--- config.mk ---
export PLATFORM = sky130hd
export DESIGN_NAME = fft_readout
export DESIGN_NICKNAME = d
export VERILOG_FILES = /design/src/rtl/fft_pkg.sv /design/src/rtl/readout_skid_fifo.sv /design/src/rtl/fft_readout.sv
export SDC_FILE = /design/constraint.sdc
export NUM_CORES = 1
export LEC_CHECK = 0
export BUFFER_PORTS_ARGS = -buffer_cell sky130_fd_sc_hd__buf_4
export CAP_MARGIN = 30
export CORE_MARGIN = 5
export CORE_UTILIZATION = 50
export CTS_BUF_LIST = sky130_fd_sc_hd__clkbuf_4
export DETAILED_ROUTE_END_ITERATION = 12
export PLACE_DENSITY = 0.72
export SLEW_MARGIN = 20
export SYNTH_ARGS = -nofsm -noshare
export SYNTH_HDL_FRONTEND = slang
export SYNTH_HIERARCHICAL = 1
export SYNTH_SLANG_ARGS = --single-unit
--- constraint.sdc ---
create_clock -name clk -period 3.85 [get_ports clk]
set_input_delay 0.77 -clock clk [delete_from_list [all_inputs] [get_ports clk]]
set_output_delay 0.77 -clock clk [all_outputs]
set_load 0.02 [all_outputs]
--- src/rtl/fft_pkg.sv ---
// Shared types and constants for the FFT result readout path.
package fft_pkg;

  localparam int DEF_BIT_WIDTH = 16;
  localparam int DEF_N         = 9;
  localparam int FFT_LEN       = 1 << DEF_N;

  typedef struct packed {
    logic signed [DEF_BIT_WIDTH-1:0] re;
    logic signed [DEF_BIT_WIDTH-1:0] im;
  } complex_t;

  typedef enum logic [1:0] {
    IDLE  = 2'd0,
    READ  = 2'd1,
    DRAIN = 2'd2
  } rd_state_e;

endpackage

--- src/rtl/readout_skid_fifo.sv ---
// Two-entry flow-through FIFO: when empty, the entry being pushed is visible at the head
// in the same cycle, so RAM data reaches the output the cycle it returns.
module readout_skid_fifo #(
  parameter int W = 41
) (
  input  logic         clk,
  input  logic         reset,
  input  logic         push,
  input  logic [W-1:0] push_data,
  input  logic         pop,
  output logic [1:0]   count,
  output logic         head_valid,
  output logic [W-1:0] head_data
);

  logic [W-1:0] mem0_q, mem0_d, mem1_q, mem1_d;
  logic [1:0]   count_q, count_d;

  assign count      = count_q;
  assign head_valid = (count_q != 2'd0) || push;
  assign head_data  = (count_q == 2'd0) ? push_data : mem0_q;

  always_comb begin
    mem0_d  = mem0_q;
    mem1_d  = mem1_q;
    count_d = count_q;
    if (count_q == 2'd0) begin
      if (push && !pop) begin
        mem0_d  = push_data;
        count_d = 2'd1;
      end
    end else if (count_q == 2'd1) begin
      if (push && pop) begin
        mem0_d = push_data;
      end else if (push) begin
        mem1_d  = push_data;
        count_d = 2'd2;
      end else if (pop) begin
        count_d = 2'd0;
      end
    end else begin
      // Full: the issuer never pushes here without a matching pop.
      if (pop) begin
        mem0_d = mem1_q;
        if (push) mem1_d = push_data;
        else      count_d = 2'd1;
      end
    end
  end

  always_ff @(posedge clk or negedge reset) begin
    if (!reset) begin
      mem0_q  <= '0;
      mem1_q  <= '0;
      count_q <= 2'd0;
    end else begin
      mem0_q  <= mem0_d;
      mem1_q  <= mem1_d;
      count_q <= count_d;
    end
  end

endmodule

--- src/rtl/fft_readout.sv ---
// Streams a finished FFT frame out of the selected ping-pong RAM in natural bin order
// over a valid/ready interface, one bin per cycle when the sink keeps up.
module fft_readout import fft_pkg::*; #(
  parameter int BIT_WIDTH = DEF_BIT_WIDTH,
  parameter int N         = DEF_N
) (
  input  logic                   clk,
  input  logic                   reset,
  input  logic                   fft_done,
  input  logic                   read_sel,
  output logic [N-1:0]           rd_add,
  output logic                   rd_en,
  input  logic [2*BIT_WIDTH-1:0] r0_rdata,
  input  logic [2*BIT_WIDTH-1:0] r1_rdata,
  output logic [2*BIT_WIDTH-1:0] out_data,
  output logic [N-1:0]           out_idx,
  output logic                   out_valid,
  input  logic                   out_ready,
  output logic                   out_last,
  output logic                   busy,
  output logic                   unload_done,
  output logic                   overrun
);

  localparam int         W    = 2 * BIT_WIDTH;
  localparam logic [N:0] LAST = {1'b0, {N{1'b1}}};

  rd_state_e      state_q, state_d;
  logic           bank_q, bank_d;
  logic [N:0]     iss_q, iss_d, oidx_q, oidx_d;
  logic           rd_en_q, rd_en_d;
  logic [N-1:0]   rd_add_q, rd_add_d;
  logic           inflight_q, inflight_d;
  logic [N-1:0]   inflight_idx_q, inflight_idx_d;
  logic           busy_q, busy_d, unload_done_q, unload_done_d, overrun_q, overrun_d;

  logic [1:0]     fifo_count;
  logic           head_valid, accept;
  logic [W+N-1:0] head_data;
  logic [2:0]     occ_next;

  readout_skid_fifo #(.W(W + N)) u_fifo (
    .clk        (clk),
    .reset      (reset),
    .push       (inflight_q),
    .push_data  ({bank_q ? r1_rdata : r0_rdata, inflight_idx_q}),
    .pop        (accept),
    .count      (fifo_count),
    .head_valid (head_valid),
    .head_data  (head_data)
  );

  assign accept      = head_valid && out_ready;
  assign out_valid   = head_valid;
  assign out_data    = head_valid ? head_data[W+N-1:N] : '0;
  assign out_idx     = head_valid ? head_data[N-1:0] : '0;
  assign out_last    = head_valid && (head_data[N-1:0] == LAST[N-1:0]);
  assign rd_en       = rd_en_q;
  assign rd_add      = rd_add_q;
  assign busy        = busy_q;
  assign unload_done = unload_done_q;
  assign overrun     = overrun_q;

  // Slots held next cycle: buffered + returning + the read issued this cycle.
  assign occ_next = {1'b0, fifo_count} + {2'b0, inflight_q} + {2'b0, rd_en_q} - {2'b0, accept};

  always_comb begin
    state_d        = state_q;
    bank_d         = bank_q;
    iss_d          = iss_q;
    oidx_d         = accept ? oidx_q + 1'b1 : oidx_q;
    rd_en_d        = 1'b0;
    rd_add_d       = rd_add_q;
    inflight_d     = rd_en_q;
    inflight_idx_d = rd_add_q;
    busy_d         = busy_q;
    unload_done_d  = 1'b0;
    overrun_d      = overrun_q || (fft_done && (busy_q || unload_done_q));
    case (state_q)
      IDLE: begin
        if (fft_done && !unload_done_q) begin
          state_d  = READ;
          bank_d   = read_sel;
          busy_d   = 1'b1;
          oidx_d   = '0;
          rd_en_d  = 1'b1;
          rd_add_d = '0;
          iss_d    = {{N{1'b0}}, 1'b1};
        end
      end
      READ: begin
        if (occ_next < 3'd2) begin
          rd_en_d  = 1'b1;
          rd_add_d = iss_q[N-1:0];
          iss_d    = iss_q + 1'b1;
          if (iss_q == LAST) state_d = DRAIN;
        end
      end
      DRAIN: begin
        if (accept && oidx_q == LAST) begin
          state_d       = IDLE;
          busy_d        = 1'b0;
          unload_done_d = 1'b1;
        end
      end
      default: state_d = IDLE;
    endcase
  end

  always_ff @(posedge clk or negedge reset) begin
    if (!reset) begin
      state_q        <= IDLE;
      bank_q         <= 1'b0;
      iss_q          <= '0;
      oidx_q         <= '0;
      rd_en_q        <= 1'b0;
      rd_add_q       <= '0;
      inflight_q     <= 1'b0;
      inflight_idx_q <= '0;
      busy_q         <= 1'b0;
      unload_done_q  <= 1'b0;
      overrun_q      <= 1'b0;
    end else begin
      state_q        <= state_d;
      bank_q         <= bank_d;
      iss_q          <= iss_d;
      oidx_q         <= oidx_d;
      rd_en_q        <= rd_en_d;
      rd_add_q       <= rd_add_d;
      inflight_q     <= inflight_d;
      inflight_idx_q <= inflight_idx_d;
      busy_q         <= busy_d;
      unload_done_q  <= unload_done_d;
      overrun_q      <= overrun_d;
    end
  end

endmodule

# Yosys cells after proc, flatten, opt, wreduce, memory -nomap -nowiden
# Cells that the tools add are included.
[totals] input_bits=69 out_inout_bits=56 regBits=130 word_cells=106
[op_classes] order_cmp=1 n_reduce_logical=27 bitwise_logic=1 n_mux=43 add_sub_neg=5 n_eq_ne=15
[ops] operator="two-way mux 41 bit" count=10
[ops] operator="two-way mux 32 bit" count=2
[ops] operator="two-way mux 10 bit" count=5
[ops] operator="two-way mux 9 bit" count=3
[ops] operator="two-way mux 2 bit" count=12
[ops] operator="adder 10 x 1 -> 10 bit, second input constant" count=2
[ops] operator="== test 10 x 9 -> 1 bit, second input constant" count=2
[ops] operator="case mux 10 bit (2 select lines)" count=1
[ops] operator="case mux 9 bit (2 select lines)" count=1
[ops] operator="!= test 2 bit, second input constant" count=6
[ops] operator="AND reduction 3 bit" count=4
[ops] operator="== test 9 bit, second input constant" count=1
[ops] operator="nonzero test 2 bit" count=4
[ops] operator="logical AND 1 bit" count=7
[ops] operator="two-way mux 1 bit" count=6
[ops] operator="!= test 3 x 2 -> 1 bit, second input constant" count=2
[ops] operator="case mux 2 bit (3 select lines)" count=1
[ops] operator="AND reduction 5 bit" count=1
[ops] operator="== test 2 x 1 -> 1 bit, second input constant" count=2
[ops] operator="logical NOT 2 bit" count=2
[ops] operator="case mux 1 bit (2 select lines)" count=2
[ops] operator="AND reduction 4 bit" count=1
[ops] operator="nonzero test 4 bit" count=1
[ops] operator="adder 2 x 1 -> 3 bit" count=1
[ops] operator="10 further kinds" count=13

# Depth between registers and ports, before layout
[depth] depth_word=8 mapped_depth=15 depth_no_buf=11

# Cells and area by module
# Netlist, hierarchy kept.
[modules_own_cells] module="readout_skid_fifo" seq_area_each_um2=2102.0 n_inst=1 cells_each=282 area_each_um2=4350.4
[modules_own_cells] module="fft_readout" seq_area_each_um2=1151.1 n_inst=1 cells_each=271 area_each_um2=2675.1

# Worst setup path after synthesis
# Ideal clock, no wire load.
[synth_timing] path_kind="reg2reg" start="reg u_fifo.count_q[1] (netlist: u_fifo/count[1])" end="reg iss_q[9]" synth_period_minus_slack_ns=3.899 setup_time_ns=0.066 setup_slack_ns=-0.049 required_ns=3.784 path_stages_with_launch=15 n_path_buf=3 arrival_ns=3.832 path_cell_list="dfrtp_1 buf_6 buf_6 or3_2 and2_1 buf_2 ha_1 inv_1 ha_1 a21o_1 fa_1 nand2b_1 nor3_4 or4b_1 nand2_1"
[synth_via] elab_chain_len=7 elab_cells_between_ends=9 classes_between="add/sub: 3; order compare: 1; eq/ne: 1; reduce/logical: 4"
[synth_rtl] item="from (decl)" line="readout_skid_fifo.sv:17" text="logic [1:0] count_q, count_d;"
[synth_rtl] item="from (signal assigned)" line="readout_skid_fifo.sv:59" text="count_q <= count_d;"
[synth_rtl] item="nonzero test 2 bit" line="readout_skid_fifo.sv:20" text="assign head_valid = (count_q != 2'd0) || push;"
[synth_rtl] item="logical OR 1 bit" line="readout_skid_fifo.sv:20"
[synth_rtl] item="via out_valid" line="fft_readout.sv:17" text="output logic out_valid,"
[synth_rtl] item="logical AND 1 bit" line="fft_readout.sv:53" text="assign accept = head_valid && out_ready;"
[synth_rtl] item="via accept" line="fft_readout.sv:38" text="logic head_valid, accept;"
[synth_rtl] item="subtractor 3 x 1 -> 3 bit" line="fft_readout.sv:65" text="assign occ_next = {1'b0, fifo_count} + {2'b0, inflight_q} + {2'b0, rd_en_q} - {2'b0, accept};"
[synth_rtl] item="less-than comparator 3 x 2 -> 1 bit" line="fft_readout.sv:92" text="if (occ_next < 3'd2) begin"
[synth_rtl] item="!= test 2 bit (no line)"
[synth_rtl] item="AND reduction 3 bit (no line)"
[synth_rtl] item="to (signal assigned)" line="fft_readout.sv:126" text="iss_q <= iss_d;"
[synth_rtl] item="to (decl)" line="fft_readout.sv:30" text="logic [N:0] iss_q, iss_d, oidx_q, oidx_d;"
# The timed path passes the listed nets, and every way through them passes these cells.
# A chain may end at the register's enable or synchronous reset.

# Worst setup path in the final report
[layout_timing] start="reg u_fifo.count_q[1] (netlist: u_fifo/count[1])" end="out out_data[23]"
[layout_via] elab_chain_len=3 elab_cells_between_ends=5 classes_between="mux: 2; reduce/logical: 3"
[layout_rtl] item="logical NOT 2 bit" line="readout_skid_fifo.sv:21" text="assign head_data = (count_q == 2'd0) ? push_data : mem0_q;"
[layout_rtl] item="two-way mux 41 bit" line="readout_skid_fifo.sv:21"
[layout_rtl] item="via head_data[32]" line="fft_readout.sv:39" text="logic [W+N-1:0] head_data;"
[layout_rtl] item="two-way mux 32 bit" line="fft_readout.sv:55" text="assign out_data = head_valid ? head_data[W+N-1:N] : '0;"
[layout_rtl] item="to (decl)" line="fft_readout.sv:15" text="output logic [2*BIT_WIDTH-1:0] out_data,"
# The timed path passes the listed nets, and every way through them passes these cells.

==> results.ini <==
[synth]
synth_most_common_cell=mux2_2
ys_warn_count=6
synth-async-reset-ratio_pct=100
syn_nets=627
ys.flop_type=dfrtp_1
yosysTopAreaCell=dfrtp_1
synthCells=553
synth_cell_type_count=44
synth-edff-count=0
synth.area.top_cells=dfrtp_1, mux2_2, mux2_4, and2_1, nand2_1
yosysTopAreaCellShare_pct=46.3
syn-cell-area_um2=7030
syn_area_per_cell_um2=12.7
seq_area_frac_synth_pct=46.3
netlist_top_cells_count=mux2_2, dfrtp_1, and2_1, mux2_4, nand2_1
ys_ff_latch=130

[critical_path]
cp_max_fo=51
worstSetupEndpointType=output pin
critPathKind=flip-flop to output pin
r2r_start=u_fifo/count[0]
path_common_cell=buf_4
cpLargestDelayFamily=buffers and inverters
critPathSlowestCell=nor2_4
reg2reg_slack_ps=490
max_stage_delay_ps=510
worst_ep_required_time_ps=3080
r2r_cells=11
critPathLaunchType=flip-flop
crit_chain=buf_4 -> nor2_4 -> buf_12 -> mux2_2 -> and2_1 -> buf_4
worstPathArrival_ps=2770
crit_buf_inv=3
r2r_end=iss_q[9]

[die]
die_x_um=129
die_area_um2=16500
fp-row-count=43
core-area_um2=13800
io_pins=125
die_y_um=129
initial_core_util_pct=50.8

[clocking]
clockRootBuffer=clkbuf_4
cts_resized=0
clkTransAtPathRegs_ps=110
hold_buffers=0
clock_latency_ps=520
cts_buffer_depth=2
cts_tree=yes
numClockSinks=130
postCtsSetupBuffers=0
cts_max_level=4
cts_inserted_buffers=17

[sta]
max-slew-margin-rel_pct=42.5
worst_slew_pin_slew_ps=860
final.setup.tns_ps=0
max_freq_ghz=0.283
fin_skew_ps=11.8
whs_ps=89.6
grt_setup_unrepaired=false
fin_crit_sh_pct=91.9
final.min_clock_period_ps=3540
setup_violations=0
slew_viol_final=0
hold_viol_final=0

[final_layout]
n_fill_cell=1099
synthToLayoutAreaGrowth_pct=20.6
antenna_cells=0
drive_gt1_share_pct=54.7
nets=754

[grt]
grt_use_total_pct=18.1
grt_max_degree=72
antenna_found_initial=0
grt_pass1_wl_um=24000
grt_pass1_vias=4871
grt.overflow.total=0

[route]
routed_wl_um=14500
vias=4622
drcViolationCount=0
first_pass_iters=5
antenna_left=0
routedWlPerCell_um=16.6
drt_iter0_drc=214
avgViaCountPerCell=5.29

[pwr]
clock_power_share_pct=13.0
switchingPower_mw=2.61
power.density_nw_per_um2=831
power_leakage_nw=3.95
peakVddDrop_mv=0.477
p_sw_share_pct=37.1
internal_power_mw=4.43
combPwrFrac_pct=55.9
seq_power_share_pct=31.2

[hold_path]
hold_class=input pin to asynchronous set/reset pin

[place]
dp_hpwl_um=10200
gp_congestion=0.879
portBuffers=124

[job]
maxCapViolations=0

[status]
status=complete, no violations

==> worst max-delay path by stage <==
stage,depth (start not counted),slack [ps],end,from
floorplan,14,130,iss_q[9],u_fifo/count[1]
global placement,11,570,iss_q[9],u_fifo/count[0]
detailed placement,11,480,state_q[0],u_fifo/count[0]
CTS,6,200,out_data[23],u_fifo/count[1]
global route,6,120,out_data[23],u_fifo/count[1]
finish,6,310,out_data[23],u_fifo/count[1]
==> logic make-up after synthesis <==
group,after synthesis,synth area share (%)
flops,130,46.3
xor+xnor,17,2.23
mux,198,33.9
fa+ha+maj,5,0.997
simple gates,137,11.1
compound gates,26,2.21
buf+inv,40,3.28
==> per-layer routing <==
metal  track usage, %  part of all wire [%]
met3             5.15                   5.6
met5                0                     0
met1             23.5                    45
met2             29.9                    49
met4             5.13                  0.92
==> power groups by stage <==
stage	Sequential, mW	Combinational [mW]	Clock (mW)
after global placement	2.18	3.85	0
after detailed placement	2.22	3.98	0
after CTS	2.20	3.99	0.946
after floorplan	2.14	2.93	0
final	2.20	3.94	0.913
after global routing	2.26	4.26	0.999
==> state kept, by name, summed over array words and instances (netlist names) <==
| signal | flops |
|---|---|
| u_fifo/count | 2 |
| iss_q | 10 |
| inflight_q | 1 |
| bank_q | 1 |
| u_fifo/mem1_q | 41 |
| u_fifo/mem0_q | 41 |
| rd_add | 9 |
| rd_en | 1 |
| overrun | 1 |
| state_q | 2 |
| unload_done | 1 |
| inflight_idx_q | 9 |
| busy | 1 |
| oidx_q | 10 |
==> stage by stage <==
stage	std cells	power (mW)	util, %	setup WS [ps]	instance area [um^2]
6_report	873	7.04	61.3	313	8470
3_3_place_gp	839	6.03	58.9	575	8140
4_1_cts	872	7.13	61.1	205	8450
2_1_floorplan	553	5.07	-	129	7030
5_1_grt	873	7.52	61.3	121	8470
3_5_place_dp	840	6.19	59.1	484	8170
==> layout make-up <==
type	count	area, um^2	area share (%)
sequential	130	3250	38.4
multi-input combinational	383	3570	42.1
clock buffer	18	135	1.59
inverter	9	33.8	0.399
tap	180	225	2.66
clock inverter	14	145	1.71
timing repair buffer	139	1110	13.1
==> cell usage in the layout, fill, tap and decap left out, types with 2 or more instances in the layout <==
cell type / instances
a21oi_1: 6
buf_12: 2
inv_1: 9
bufinv_16: 3
ha_1: 4
o21ai_0: 14
and2_1: 43
o21ai_4: 2
dfrtp_1: 129
clkinv_2: 8
mux2_4: 40
nor3_1: 2
nand2b_1: 4
nand3_1: 12
nand4_1: 5
and4_1: 4
or4b_1: 2
nor2b_1: 2
nand2_1: 32
xnor2_1: 5
xor2_1: 11
nor2_1: 15
clkbuf_4: 18
buf_16: 2
nor4_1: 2
mux2_2: 157
or3_1: 2
buf_4: 135
clkinv_1: 2
(Power assumes the default switching activity.)
